$ cat config.mk
export PLATFORM = sky130hd
export DESIGN_NAME = bmem_line_adapter
export DESIGN_NICKNAME = d
export VERILOG_FILES = /design/src/rtl/bmem_pkg.sv /design/src/rtl/bmem_arbiter.sv /design/src/rtl/bmem_line_adapter.sv
export SDC_FILE = /design/constraint.sdc
export NUM_CORES = 2
export LEC_CHECK = 0
export CAP_MARGIN = 15
export CORE_AREA = 2 2 403 405
export DETAILED_ROUTE_END_ITERATION = 12
export DIE_AREA = 0 0 405 407
export GPL_TIMING_DRIVEN = 0
export HOLD_SLACK_MARGIN = 0.06
export PLACE_DENSITY = 0.53
export SYNTH_ARGS = -nofsm -noshare
export SYNTH_HDL_FRONTEND = slang
export SYNTH_SLANG_ARGS = --single-unit
$ cat constraint.sdc
create_clock -name clk -period 37.2 [get_ports clk]
set_input_delay 9.3 -clock clk [delete_from_list [all_inputs] [get_ports clk]]
set_output_delay 9.3 -clock clk [all_outputs]
set_load 0.005 [all_outputs]
$ cat src/rtl/bmem_pkg.sv
`default_nettype none
// ============================================================================
// Module      : bmem_pkg
// Description : Shared widths, FSM/requester encodings and the line-align
//               helper for the cache-to-bmem line adapter.
// Revision    : 1.0 - initial release
// ============================================================================
package bmem_pkg;

   localparam int LINE_W     = 256;
   localparam int BEAT_W     = 64;
   localparam int BEATS      = LINE_W / BEAT_W;
   localparam int OFFSET_W   = 5;
   localparam int BEAT_IDX_W = $clog2(BEATS);

   typedef enum logic [2:0] {
      IDLE    = 3'd0,
      RD_CMD  = 3'd1,
      RD_DATA = 3'd2,
      WR_DATA = 3'd3,
      DONE    = 3'd4
   } adapter_state_t;

   typedef enum logic {
      SRC_I = 1'b0,
      SRC_D = 1'b1
   } req_src_t;

   function automatic logic [31:0] line_align(input logic [31:0] addr);
      line_align = {addr[31:OFFSET_W], {OFFSET_W{1'b0}}};
   endfunction

endpackage
`default_nettype wire

$ cat src/rtl/bmem_arbiter.sv
`default_nettype none
// ============================================================================
// Module      : bmem_arbiter
// Description : Two-requester (icache/dcache) grant logic. The registered
//               last_grant doubles as the owner of the transaction in flight.
//               BMEM_ARB_RR_EN selects round-robin; default is fixed dcache
//               priority.
// Revision    : 1.0 - initial release
// ============================================================================
module bmem_arbiter
   import bmem_pkg::*;
(
   input  logic clk,
   input  logic rst,
   input  logic req_i,
   input  logic req_d,
   input  logic grant_en,
   output logic grant_d,
   output logic owner_d
);

   req_src_t r_last_grant;
   logic     w_grant_d;

`ifdef BMEM_ARB_RR_EN
   // On contention, favour whichever side was not served last.
   always_comb begin
      w_grant_d = req_d;
      if (req_i && req_d) begin
         w_grant_d = (r_last_grant == SRC_I);
      end
   end
`else
   assign w_grant_d = req_d;
`endif

   always_ff @(posedge clk or posedge rst) begin
      if (rst) begin
         r_last_grant <= SRC_I;
      end else if (grant_en && (req_i || req_d)) begin
         r_last_grant <= w_grant_d ? SRC_D : SRC_I;
      end
   end

   assign grant_d = w_grant_d;
   assign owner_d = (r_last_grant == SRC_D);

endmodule
`default_nettype wire

$ cat src/rtl/bmem_line_adapter.sv
`default_nettype none
// ============================================================================
// Module      : bmem_line_adapter
// Description : Bridges icache/dcache line requests onto the 64-bit burst
//               bmem port, one transaction at a time. Arbitration mode is
//               chosen by BMEM_ARB_RR_EN (see bmem_arbiter).
// Revision    : 1.0 - initial release
// ============================================================================
module bmem_line_adapter
   import bmem_pkg::*;
(
   input  logic              clk,
   input  logic              rst,

   input  logic [31:0]       i_addr,
   input  logic              i_read,
   output logic [LINE_W-1:0] i_rdata,
   output logic              i_resp,

   input  logic [31:0]       d_addr,
   input  logic              d_read,
   input  logic              d_write,
   input  logic [LINE_W-1:0] d_wdata,
   output logic [LINE_W-1:0] d_rdata,
   output logic              d_resp,

   output logic [31:0]       bmem_addr,
   output logic              bmem_read,
   output logic              bmem_write,
   output logic [BEAT_W-1:0] bmem_wdata,
   input  logic              bmem_ready,
   input  logic [31:0]       bmem_raddr,
   input  logic [BEAT_W-1:0] bmem_rdata,
   input  logic              bmem_rvalid
);

   localparam logic [BEAT_IDX_W-1:0] C_LAST_BEAT = BEAT_IDX_W'(BEATS - 1);
   localparam logic [BEAT_IDX_W-1:0] C_BEAT_ONE  = BEAT_IDX_W'(1);

   adapter_state_t          r_state;
   adapter_state_t          w_state_next;
   logic [BEAT_IDX_W-1:0]   r_beat;
   logic [31:0]             r_req_addr;
   logic [LINE_W-1:0]       r_line;
   logic [LINE_W-1:0]       r_i_rdata;
   logic [LINE_W-1:0]       r_d_rdata;
   logic [LINE_W-1:0]       w_line_fill;

   logic w_idle;
   logic w_req_d;
   logic w_req_any;
   logic w_grant_d;
   logic w_owner_d;
   logic w_rd_hit;
   logic w_last_beat;

   assign w_idle      = (r_state == IDLE);
   assign w_req_d     = d_read | d_write;
   assign w_req_any   = i_read | w_req_d;
   assign w_rd_hit    = bmem_rvalid && (bmem_raddr == r_req_addr);
   assign w_last_beat = (r_beat == C_LAST_BEAT);

   bmem_arbiter u_arbiter (
      .clk      (clk),
      .rst      (rst),
      .req_i    (i_read),
      .req_d    (w_req_d),
      .grant_en (w_idle),
      .grant_d  (w_grant_d),
      .owner_d  (w_owner_d)
   );

   // Assembly buffer with the incoming beat merged at the current slot.
   always_comb begin
      w_line_fill = r_line;
      w_line_fill[BEAT_W*r_beat +: BEAT_W] = bmem_rdata;
   end

   always_ff @(posedge clk or posedge rst) begin
      if (rst) begin
         r_state <= IDLE;
      end else begin
         r_state <= w_state_next;
      end
   end

   always_comb begin
      w_state_next = r_state;
      bmem_read    = 1'b0;
      bmem_write   = 1'b0;
      bmem_addr    = '0;
      bmem_wdata   = '0;
      i_resp       = 1'b0;
      d_resp       = 1'b0;
      case (r_state)
         IDLE: begin
            if (w_req_any) begin
               // d_write wins over a simultaneous (illegal) d_read.
               w_state_next = (w_grant_d && d_write) ? WR_DATA : RD_CMD;
            end
         end
         RD_CMD: begin
            bmem_read = 1'b1;
            bmem_addr = r_req_addr;
            if (bmem_ready) begin
               w_state_next = RD_DATA;
            end
         end
         RD_DATA: begin
            if (w_rd_hit && w_last_beat) begin
               w_state_next = DONE;
            end
         end
         WR_DATA: begin
            bmem_write = 1'b1;
            bmem_addr  = r_req_addr;
            bmem_wdata = r_line[BEAT_W*r_beat +: BEAT_W];
            if (bmem_ready && w_last_beat) begin
               w_state_next = DONE;
            end
         end
         DONE: begin
            i_resp       = ~w_owner_d;
            d_resp       = w_owner_d;
            w_state_next = IDLE;
         end
         default: begin
            w_state_next = IDLE;
         end
      endcase
   end

   always_ff @(posedge clk or posedge rst) begin
      if (rst) begin
         r_beat     <= '0;
         r_req_addr <= '0;
         r_line     <= '0;
         r_i_rdata  <= '0;
         r_d_rdata  <= '0;
      end else begin
         case (r_state)
            IDLE: begin
               if (w_req_any) begin
                  r_beat <= '0;
                  if (w_grant_d) begin
                     r_req_addr <= line_align(d_addr);
                     if (d_write) begin
                        r_line <= d_wdata;
                     end
                  end else begin
                     r_req_addr <= line_align(i_addr);
                  end
               end
            end
            RD_DATA: begin
               if (w_rd_hit) begin
                  r_line <= w_line_fill;
                  r_beat <= r_beat + C_BEAT_ONE;
                  // Publish the finished line so it is valid in the DONE cycle.
                  if (w_last_beat) begin
                     if (w_owner_d) begin
                        r_d_rdata <= w_line_fill;
                     end else begin
                        r_i_rdata <= w_line_fill;
                     end
                  end
               end
            end
            WR_DATA: begin
               if (bmem_ready) begin
                  r_beat <= r_beat + C_BEAT_ONE;
               end
            end
            default: begin
            end
         endcase
      end
   end

   assign i_rdata = r_i_rdata;
   assign d_rdata = r_d_rdata;

endmodule
`default_nettype wire

==> metrics.md <==
| Metric | Value |
|---|---|
| Status | finished clean |
| Tcrit/Tclk final | 0.3768 |
| Die height | 407 µm |
| 1st-iter DRT viols | 3403 |
| Setup Crit Path Kind | reg2out |
| DR pass1 iterations | 7 |
| Final Skew | 35.46 ps |
| Pleak | 21.02 nW |
| Worst skew pair latency | 710 ps |
| Syn_area_per_cell | 10.14 µm² |
| Resize count post-CTS | 0 |
| Slowest cell on the critical path | clkbuf_1 |
| Largest net degree at the start of global routing | 117 |
| Vias in the first global route | 33920 |
| Sequential element share of the synthesized area | 0.5656 |
| Starting density of the core | 0.2212 |
| Total track usage | 0.2624 |
| Die area | 0.1648 mm² |
| Power Density | 66.42 mW/mm² |
| Post-synthesis register bit count | 801 |
| Worst VDD drop | 39.04 µV |
| Hold crit path type | reg2reg |
| Core area | 0.1602 mm² |
| Die width | 405 µm |
| Largest family of logic cells by synthesized area | compound AO/OA/AOI/OAI gates |
| Maximum buffer depth of the clock tree | 3 |
| Hold depth | 2 |
| Path depth of the worst reg2reg path | 11 |
| YS warnings | 0 |
| # placed instances | 6701 |
| Input/output buffers | 1019 |
| Max Cap Viol | 0 |
| CP top delay family | buffers and inverters |
| Dpl hpwl | 175.7 mm |
| FF-to-FF Start | r_beat[1] |
| Final Hold Viols | 0 |
| Critical Path RT | 27900 ps |
| Reg-to-reg slack, setup | 31970 ps |
| Clock-pin slew on the worst setup and hold paths | 60 ps |
| Synth Instances | 3495 |
| TritonCTS buffer count | 97 |
| Simple-gate share of the synthesized area | 0.1563 |
| Adder-Cell Fraction of Synth Area | 0.002118 |
| Max stage delay on crit path | 890 ps |
| Final wirelength | 222.7 mm |
| Syn Std Cell Area | 0.03544 mm² |
| Crit end category | output port |
| CP Max Fanout | 10 |
| Synth top area share | 0.5656 |
| Nets@finish | 5070 |
| Sink Count | 801 |
| I/O pin total | 1035 |
| Fin crit period | 14020 ps |
| Min-delay src | i_rdata[3] |
| Max Freq | 0.07134 GHz |
| Post-Synth XOR/XNOR Area | 0.006179 |
| DR vias | 34482 |
| Tightest Pin Transition | 1385 ps |
| Post-route ant nets | 0 |
| Max_slew headroom | 0.07669 |
| Crit path buffers/inverters | 4 |
| Total gr overflow | 0 |
| Vias/cell | 4.983 |
| Crit path arrival time | 4720 ps |
| Asr flop ratio synth | 1.000 |
| Row Count | 147 |
| Root Buffer | clkbuf_16 |
| Ratio of cells with drive above 1 in the final layout | 0.06210 |
| Dominant synthesized flop cell | dfrtp_1 |
| WL per Instance | 32.18 µm |
| Unrepaired setup endpoints after global routing | false |
| Initial antenna violation count | 64 |
| Setup violations, final | 0 |
| First-pass GRT wire length | 297.0 mm |
| Area contributors post-synth | dfrtp_1 57%, o21ai_0 7.3%, a221o_1 7.3%, nor2b_1 5.7%, nand2_1 5.5% |
| Final Slew Violations | 0 |
| Fillers | 16569 |
| Synth-to-Final Area Change | 47.62% |
| Post-CTS setup buffer count | 0 |
| Crit path launch type | flop |
| Pwr Total | 3.475 mW |
| Drt drc | 0 |
| H-tree Lvls | 3 |
| EDFF count, synth | 0 |
| Worst Hold End | i_rdata[3] |
| Hold_buf cts | 0 |
| CP cell instances | clkbuf_1 > buf_2 > buf_1 > mux4_2 > nor2b_1 > clkdlybuf4s50_1 |
| Synth Area in Compound Gates | 0.1877 |
| RD Place Congestion | 0.9445 |
| RR Endpoint | r_line[0] |
| Multiplexer share of the synthesized area | 0.04918 |
| Synth area leader | dfrtp_1 |
| Library cells used by synthesis | 43 |
| CTS tree | done |
| Non-filler cells, final | 6920 |
==> state kept, by name, summed over array words and instances (netlist names) <==
| register | count |
|---|---|
| r_req_addr | 27 |
| i_rdata | 256 |
| u_arbiter.owner_d | 1 |
| r_state | 3 |
| r_beat | 2 |
| d_rdata | 256 |
| r_line | 256 |
==> power breakdown <==
group / leakage [nW] / internal, mW / total (mW) / switching [mW]
registers: 10.7 / 1.02 / 1.16 / 0.143
clock network: 1.65 / 0.603 / 1.02 / 0.416
logic: 8.63 / 0.524 / 1.30 / 0.773
==> tightest hold or removal path, stage by stage, from the launching register on <==
cell	delay, ps
dfrtp_1	340
nand2_1	40
o21ai_0	60
==> layout make-up <==
| type | count | area (µm²) | share of cell area |
|---|---|---|---|
| Tap cell | 2160 | 2703 | 0.05166 |
| Multi-Input combinational cell | 2398 | 14270 | 0.2727 |
| Clock buffer | 140 | 2823 | 0.05396 |
| Clock inverter | 36 | 506.7 | 0.009687 |
| Inverter | 9 | 41.29 | 0.0007893 |
| Sequential cell | 801 | 20040 | 0.3832 |
| Buffer | 291 | 1157 | 0.02212 |
| Timing Repair Buffer | 1043 | 10670 | 0.2039 |
| Antenna cell | 42 | 105.1 | 0.002009 |
==> cells in the mapped netlist (9+ instances only) <==
cell type,n
a21oi_1,284
a221o_1,257
and2_1,30
buf_1,11
buf_2,15
clkbuf_1,260
dfrtp_1,801
inv_1,9
mux2i_1,29
mux4_2,64
nand2_1,519
nor2_1,290
nor2b_1,323
o21ai_0,516
xnor2_1,10
xor2_1,15
==> kinds of logic (layout without fill, tap and decap cells) <==
kind of cell	count (synthesis)	in the layout
simple gates	1202	1202
flops	801	801
xor+xnor	25	25
fa+ha+maj	6	6
compound gates	1066	1066
mux	94	94
buf+inv	300	1519
other cells	1	47
==> worst max path at each step <==
| stage | start | end | slack [ps] | cells past startpoint |
|---|---|---|---|---|
| 2_1_floorplan | rst | d_rdata[0] | 5410 | 1 |
| 3_3_place_gp | rst | i_rdata[208] | -6540 | 2 |
| 3_5_place_dp | bmem_raddr[3] | i_rdata[70] | 23360 | 9 |
| 4_1_cts | r_beat[0] | bmem_wdata[48] | 22940 | 6 |
| 5_1_grt | r_beat[0] | bmem_wdata[48] | 22860 | 6 |
| 6_report | r_beat[0] | bmem_wdata[48] | 23180 | 6 |
==> metal layers <==
metal / track usage / part of all wire / vias to the layer above / wire [µm]
li1: - / - / 14621 / -
met1: 0.3328 / 0.41 / 17716 / 90340
met2: 0.4183 / 0.47 / 1744 / 104200
met3: 0.07332 / 0.083 / 377 / 18550
met4: 0.1107 / 0.042 / 24 / 9411
met5: 0 / 0.00069 / - / 154
==> per-stage QoR <==
| stage | setup WS, ps | TNS, ps | utilization | hold WS (ps) | area [µm²] |
|---|---|---|---|---|---|
| global placement | -6539 | -5078300 | 0.3018 | 462.2 | 48350 |
| floorplan | 5406 | 0 | - | 473.3 | 35450 |
| global route | 22860 | 0 | 0.3263 | 498.2 | 52280 |
| detailed placement | 23360 | 0 | 0.3050 | 470.2 | 48860 |
| finish | 23180 | 0 | 0.3265 | 477.3 | 52310 |
| CTS | 22940 | 0 | 0.3258 | 483.3 | 52190 |
==> cell usage in the layout, fill, tap and decap left out, types with 8 or more instances in the layout <==
cell type	instances
clkbuf_2	22
a21oi_1	283
mux4_2	64
buf_2	15
bufinv_16	11
nor2_1	289
nand2_1	519
o21ai_0	516
diode_2	42
buf_16	8
clkdlybuf4s50_1	1019
inv_1	8
xnor2_1	10
nor2b_1	323
clkbuf_8	17
clkinv_2	19
mux2i_1	29
buf_8	9
dfrtp_1	801
and2_1	30
clkbuf_16	100
clkbuf_1	261
xor2_1	15
buf_1	11
a221o_1	257
Note: power is estimated with default switching activity, not from simulation.
